===== src/rtl/wb_port_arbiter.sv =====
// Register-file write-port arbiter. The in-order pipeline writeback has
// priority; multi-cycle results that lose arbitration are parked in a small
// side FIFO. The FIFO drains on idle pipeline slots, or through a one-cycle
// forced stall once its head has waited MAX_WAIT cycles.
module wb_port_arbiter #(
  parameter int DATA_W   = 32,
  parameter int ADDR_W   = 5,
  parameter int DEPTH    = 2,
  parameter int MAX_WAIT = 4
) (
  input  logic                       clk,
  input  logic                       rst,
  input  logic                       pipe_wb_en,
  input  logic                       pipe_memtoreg,
  input  logic [ADDR_W-1:0]          pipe_rd,
  input  logic [DATA_W-1:0]          pipe_mem_data,
  input  logic [DATA_W-1:0]          pipe_alu_data,
  input  logic                       mc_valid,
  input  logic [ADDR_W-1:0]          mc_rd,
  input  logic [DATA_W-1:0]          mc_data,
  output logic                       mc_ready,
  output logic                       pipe_stall,
  output logic                       rf_we,
  output logic [ADDR_W-1:0]          rf_waddr,
  output logic [DATA_W-1:0]          rf_wdata,
  output logic [$clog2(DEPTH):0]     buf_count
);
  localparam int PW = $clog2(DEPTH);
  localparam int CW = $clog2(DEPTH) + 1;
  localparam int WW = $clog2(MAX_WAIT + 1);

  typedef struct packed {
    logic              valid;
    logic [ADDR_W-1:0] rd;
    logic [DATA_W-1:0] data;
  } entry_t;

  entry_t          fifo [DEPTH];
  logic [PW-1:0]   rptr, wptr;
  logic [CW-1:0]   used;      // occupied slots, including killed entries
  logic [WW-1:0]   wait_cnt, wait_nxt;
  logic            drain;

  logic   empty, full, head_valid, pipe_wr, mc_acc, mc_real;
  logic   g_drain, g_pipe, g_head, g_byp, pop, push;
  entry_t head;

  // Arbitration: forced drain > pipeline > FIFO head > empty-FIFO bypass.
  // rst gates the request side so nothing is granted while reset is held.
  always_comb begin
    empty      = (used == '0);
    full       = (used == CW'(DEPTH));
    head       = fifo[rptr];
    head_valid = !empty && head.valid;
    pipe_wr    = !rst && pipe_wb_en && (pipe_rd != '0);
    mc_ready   = !rst && !full;
    mc_acc     = mc_valid && mc_ready;
    mc_real    = mc_acc && (mc_rd != '0);
    g_drain    = drain && head_valid;
    g_pipe     = !g_drain && pipe_wr;
    g_head     = !g_drain && !pipe_wr && !empty;
    g_byp      = !g_drain && !pipe_wr && empty && mc_real;
    pop        = g_drain || g_head;
    push       = mc_real && !g_byp;
    pipe_stall = g_drain;
  end

  // Write-port mux; a killed head is popped with the port left idle.
  always_comb begin
    rf_we    = 1'b0;
    rf_waddr = '0;
    rf_wdata = '0;
    if (g_drain || (g_head && head.valid)) begin
      rf_we    = 1'b1;
      rf_waddr = head.rd;
      rf_wdata = head.data;
    end else if (g_pipe) begin
      rf_we    = 1'b1;
      rf_waddr = pipe_rd;
      rf_wdata = pipe_memtoreg ? pipe_mem_data : pipe_alu_data;
    end else if (g_byp) begin
      rf_we    = 1'b1;
      rf_waddr = mc_rd;
      rf_wdata = mc_data;
    end
  end

  // Live-entry count and head wait counter (saturating, reset on pop/no head).
  always_comb begin
    buf_count = '0;
    for (int i = 0; i < DEPTH; i++)
      buf_count = buf_count + CW'(fifo[i].valid);
    if (pop || !head_valid)
      wait_nxt = '0;
    else if (wait_cnt == WW'(MAX_WAIT))
      wait_nxt = wait_cnt;
    else
      wait_nxt = wait_cnt + WW'(1);
  end

  // FIFO storage, pointers, WAW kill and drain flag.
  always_ff @(posedge clk or posedge rst) begin
    if (rst) begin
      for (int i = 0; i < DEPTH; i++) fifo[i] <= '0;
      rptr     <= '0;
      wptr     <= '0;
      used     <= '0;
      wait_cnt <= '0;
      drain    <= 1'b0;
    end else begin
      // A granted pipeline write is younger than anything buffered for the same rd.
      if (g_pipe)
        for (int i = 0; i < DEPTH; i++)
          if (fifo[i].rd == pipe_rd) fifo[i].valid <= 1'b0;
      if (pop) begin
        fifo[rptr].valid <= 1'b0;
        rptr             <= rptr + PW'(1);
      end
      if (push) begin
        fifo[wptr].valid <= !(g_pipe && (mc_rd == pipe_rd));
        fifo[wptr].rd    <= mc_rd;
        fifo[wptr].data  <= mc_data;
        wptr             <= wptr + PW'(1);
      end
      case ({push, pop})
        2'b10:   used <= used + CW'(1);
        2'b01:   used <= used - CW'(1);
        default: used <= used;
      endcase
      wait_cnt <= wait_nxt;
      drain    <= (wait_nxt == WW'(MAX_WAIT));
    end
  end
endmodule


===== config.mk =====
export PLATFORM = sky130hd
export DESIGN_NAME = wb_port_arbiter
export DESIGN_NICKNAME = d
export VERILOG_FILES = /design/src/rtl/wb_port_arbiter.sv
export SDC_FILE = /design/constraint.sdc
export NUM_CORES = 1
export LEC_CHECK = 0
export ABC_AREA = 1
export CORE_UTILIZATION = 48
export DETAILED_ROUTE_END_ITERATION = 10
export PLACE_DENSITY = 0.88
export SLEW_MARGIN = 5
export SYNTH_ARGS = -nofsm -noshare
export SYNTH_HDL_FRONTEND = slang
export SYNTH_SLANG_ARGS = --single-unit
export TNS_END_PERCENT = 10

===== constraint.sdc =====
create_clock -name clk -period 3.6 [get_ports clk]
set_input_delay 1.08 -clock clk [delete_from_list [all_inputs] [get_ports clk]]
set_output_delay 1.08 -clock clk [all_outputs]
set_load 0.02 [all_outputs]

==> flow_results.xml <==
<?xml version="1.0" encoding="UTF-8"?>
<metrics>
  <group name="placement">
    <metric name="placed_cells_incl_taps" unit="">1037</metric>
    <metric name="post_dp_cell_area" unit="um2">6970</metric>
    <metric name="detailedPlace.worstSlack" unit="ns">-0.585</metric>
    <metric name="finalWeightedCongestion" unit="">0.910</metric>
    <metric name="hpwl" unit="um">9810</metric>
    <metric name="port-buffer-count" unit="">152</metric>
  </group>
  <group name="finish">
    <metric name="layout_cell_share_with_drive_strength_beyond_1" unit="">0.121</metric>
    <metric name="syn_to_layout_area_delta" unit="%">39.1</metric>
    <metric name="top_library_cells_by_usage_in_the_layout_fill_and_taps_aside" unit="">330 x sky130_fd_sc_hd__nand2_1, 102 x sky130_fd_sc_hd__clkdlybuf4s50_1, 96 x sky130_fd_sc_hd__inv_1, 83 x sky130_fd_sc_hd__dfrtp_1, 75 x sky130_fd_sc_hd__o21ai_0</metric>
    <metric name="final_cell_area" unit="um2">7190</metric>
    <metric name="layout.filler_cells" unit="">855</metric>
    <metric name="layout.cells.non_filler" unit="">1058</metric>
    <metric name="nNetsFinal" unit="">1032</metric>
    <metric name="antenna_cells_inserted" unit="">0</metric>
    <metric name="mostFrequentLayoutCell" unit="">sky130_fd_sc_hd__nand2_1</metric>
    <metric name="final_core_utilization" unit="">0.693</metric>
  </group>
  <group name="setup_path">
    <metric name="max_stage_delay" unit="ns">0.50</metric>
    <metric name="critPathSlowestCell" unit="">sky130_fd_sc_hd__clkdlybuf4s50_1</metric>
    <metric name="timing.critical_path.from_type" unit="">input pin</metric>
    <metric name="timing.critical_path.max_delay_family" unit="">buffers and inverters</metric>
    <metric name="crit_arrival" unit="ns">2.46</metric>
    <metric name="cp_num_buf_inv" unit="">4</metric>
    <metric name="worst_setup_path_end_kind" unit="">output pin</metric>
    <metric name="critical_path.cell_chain" unit="">clkdlybuf4s50_1 -&gt; nor2_2 -&gt; a21oi_4 -&gt; nand3_2 -&gt; clkinv_4 -&gt; clkbuf_16 -&gt; nand2_1 -&gt; nand3_1 -&gt; buf_2</metric>
    <metric name="cp.required" unit="ns">2.52</metric>
    <metric name="cp_max_fo" unit="">11</metric>
    <metric name="timing_worst_setup_path_type" unit="">input pin to output pin</metric>
  </group>
  <group name="synth">
    <metric name="syn_inst" unit="">759</metric>
    <metric name="postSynthNetCount" unit="">874</metric>
    <metric name="synth_seq_area_share" unit="">0.407</metric>
    <metric name="synth_cell_types" unit="">27</metric>
    <metric name="syn-mean-instance-area" unit="um2">6.81</metric>
    <metric name="yosysWarningCount" unit="">0</metric>
    <metric name="number_of_synthesized_register_bits" unit="">84</metric>
    <metric name="synthesis.area" unit="um2">5170</metric>
  </group>
  <group name="power_and_ir_drop">
    <metric name="power_report.internal_total" unit="mW">2.68</metric>
    <metric name="p_clk_frac" unit="">0.158</metric>
    <metric name="power_density" unit="nW/um2">639</metric>
    <metric name="power.static_leakage" unit="nW">3.59</metric>
    <metric name="switching_power" unit="mW">1.92</metric>
    <metric name="vdd_drop_max" unit="uV">303</metric>
    <metric name="power_frac_seq" unit="">0.344</metric>
    <metric name="power.combinational.fraction" unit="">0.499</metric>
    <metric name="netSwitchingFraction" unit="">0.417</metric>
    <metric name="post-layout-total-power" unit="mW">4.59</metric>
  </group>
  <group name="clock_tree">
    <metric name="cts-root-buf" unit="">sky130_fd_sc_hd__clkbuf_8</metric>
    <metric name="cts.sink_count" unit="">84</metric>
    <metric name="htree_levels" unit="">3</metric>
    <metric name="cts_hold_buf" unit="">0</metric>
    <metric name="clk_pin_slew" unit="ns">0.07</metric>
    <metric name="deepest_clock_path_buffer_count" unit="">2</metric>
    <metric name="clock_buffer_count_from_cts" unit="">9</metric>
    <metric name="cts_tree" unit="">yes</metric>
    <metric name="worst_skew_pair.late_latency" unit="ns">0.34</metric>
  </group>
  <group name="floorplan">
    <metric name="fp.dieH" unit="um">106</metric>
    <metric name="boundaryPins" unit="">153</metric>
    <metric name="starting_utilization_of_the_core_area" unit="">0.498</metric>
    <metric name="std_cell_rows" unit="">37</metric>
    <metric name="fp.dieArea" unit="um2">11200</metric>
    <metric name="die_width" unit="um">106</metric>
    <metric name="placeableCoreArea" unit="um2">10400</metric>
  </group>
  <group name="min_path">
    <metric name="hold_class" unit="">flop to flop</metric>
  </group>
  <group name="sta">
    <metric name="post-route-worst-setup-slack" unit="ns">0.0614</metric>
    <metric name="finalHoldWorstSlack" unit="ns">0.483</metric>
    <metric name="total_negative_setup_slack" unit="ns">0</metric>
    <metric name="final.period_utilization" unit="">0.983</metric>
    <metric name="min_period" unit="ns">3.54</metric>
    <metric name="hold_viol_final" unit="">0</metric>
    <metric name="worstMarginPinSlew" unit="ns">0.741</metric>
    <metric name="clock.fmax" unit="GHz">0.283</metric>
    <metric name="report.final.slew_viol_count" unit="">0</metric>
    <metric name="grt_setup_unrepaired" unit="">yes</metric>
    <metric name="count_of_final_setup_violators" unit="">0</metric>
    <metric name="max_slew_margin" unit="">0.505</metric>
    <metric name="finClkSkew" unit="ns">0.0109</metric>
  </group>
  <group name="detailed_routing">
    <metric name="route.final.wire_length" unit="um">14400</metric>
    <metric name="vias" unit="">5399</metric>
    <metric name="drt_iter0_drc" unit="">297</metric>
    <metric name="route.detailed.wl_per_inst" unit="um">13.6</metric>
    <metric name="drc" unit="">0</metric>
    <metric name="detail-route-antenna-nets" unit="">0</metric>
    <metric name="vias_per_cell" unit="">5.10</metric>
    <metric name="detailedRoute.firstPassIterationCount" unit="">5</metric>
  </group>
  <group name="global_route">
    <metric name="grt_first_pass_wirelength" unit="um">23900</metric>
    <metric name="grt_antenna_before_repair" unit="">0</metric>
    <metric name="number_of_global_route_vias_before_repair" unit="">5231</metric>
    <metric name="grt_max_degree" unit="">76</metric>
    <metric name="overflow" unit="">0</metric>
    <metric name="global_route.usage.total" unit="">0.267</metric>
  </group>
  <group name="status">
    <metric name="outcome" unit="">complete, no violations</metric>
  </group>
  <group name="run">
    <metric name="cap_viol_max_count" unit="">0</metric>
  </group>
</metrics>
-- final cells by class --
| cell class | count | area (um2) | share of cell area |
|---|---|---|---|
| clock buffer | 11 | 131 | 0.0183 |
| clock inverter | 5 | 77.6 | 0.0108 |
| inverter | 101 | 385 | 0.0536 |
| multi-input combinational | 534 | 2510 | 0.349 |
| sequential | 84 | 2100 | 0.293 |
| tap | 136 | 170 | 0.0237 |
| timing repair buffer | 187 | 1810 | 0.252 |
-- Yosys cell counts (all sizes together) --
master	n	share of area
nand2	332	0.24
o211ai	32	0.046
nand3	49	0.052
inv	101	0.073
dfrtp	84	0.41
clkbuf	17	0.012
nor2	17	0.020
o21ai	82	0.079
nand4	3	0.0036
buf	23	0.031
ha	4	0.0097
nor3	2	0.0019
xor2	2	0.0034
xnor2	6	0.010
a21oi	5	0.0077
-- final timing paths --
path	startpoint	end	slack [ns]	cells after the start
worst max-delay path	mc_rd[1]	rf_wdata[17]	0.06	9
worst min-delay path	fifo[12]	fifo[12]	0.48	2
worst max register to register	used[0]	used[1]	1.70	10
worst min register to register	fifo[12]	fifo[12]	0.48	2
max in group asynchronous	rst	fifo[20]	1.96	4
min in group asynchronous	rst	used[1]	0.97	3
-- metal layers --
layer | routed length, um | GRT usage | share of wire
met2 | 6930 | 0.450 | 0.48
met4 | 253 | 0.0972 | 0.018
met1 | 6210 | 0.345 | 0.43
met3 | 960 | 0.0433 | 0.067
met5 | 0 | 0 | 0
-- what timing repair did --
action                     4_1_cts  5_1_grt
pin swaps                        6        9
buffers inserted                 2        0
resized for setup              165       33
setup endpoints to repair       38       37
gates cloned                     2        1
-- cells by family (layout without fill, tap and decap cells) --
| logic type | Yosys count | count (layout) | synth area share |
|---|---|---|---|
| flip-flops | 84 | 84 | 0.407 |
| buffers and inverters | 141 | 304 | 0.117 |
| XOR/XNOR | 8 | 8 | 0.0136 |
| adder cells (fa/ha/maj) | 4 | 4 | 0.00969 |
| AND/OR/NAND/NOR | 403 | 403 | 0.320 |
| AO/OA/AOI/OAI | 119 | 119 | 0.134 |
-- registers in the layout, summed over array words and instances (netlist names) --
| name | count |
|---|---|
| rptr | 1 |
| drain | 1 |
| wait_cnt | 3 |
| fifo | 76 |
| wptr | 1 |
| used | 2 |
-- power groups by stage --
stage	sequential, mW	combinational (mW)	clock (mW)
2_1_floorplan	1.54	1.51	0
3_3_place_gp	1.57	2.30	0
3_5_place_dp	1.59	2.35	0
4_1_cts	1.57	2.23	0.729
5_1_grt	1.63	2.56	0.761
6_report	1.58	2.29	0.724
-- worst min-delay path, cell delays in order, from the launching register on --
cell	delay, ns
sky130_fd_sc_hd__dfrtp_1	0.34
sky130_fd_sc_hd__nand2_1	0.05
sky130_fd_sc_hd__nand2_1	0.06
Power figures use the tool's default switching activity.
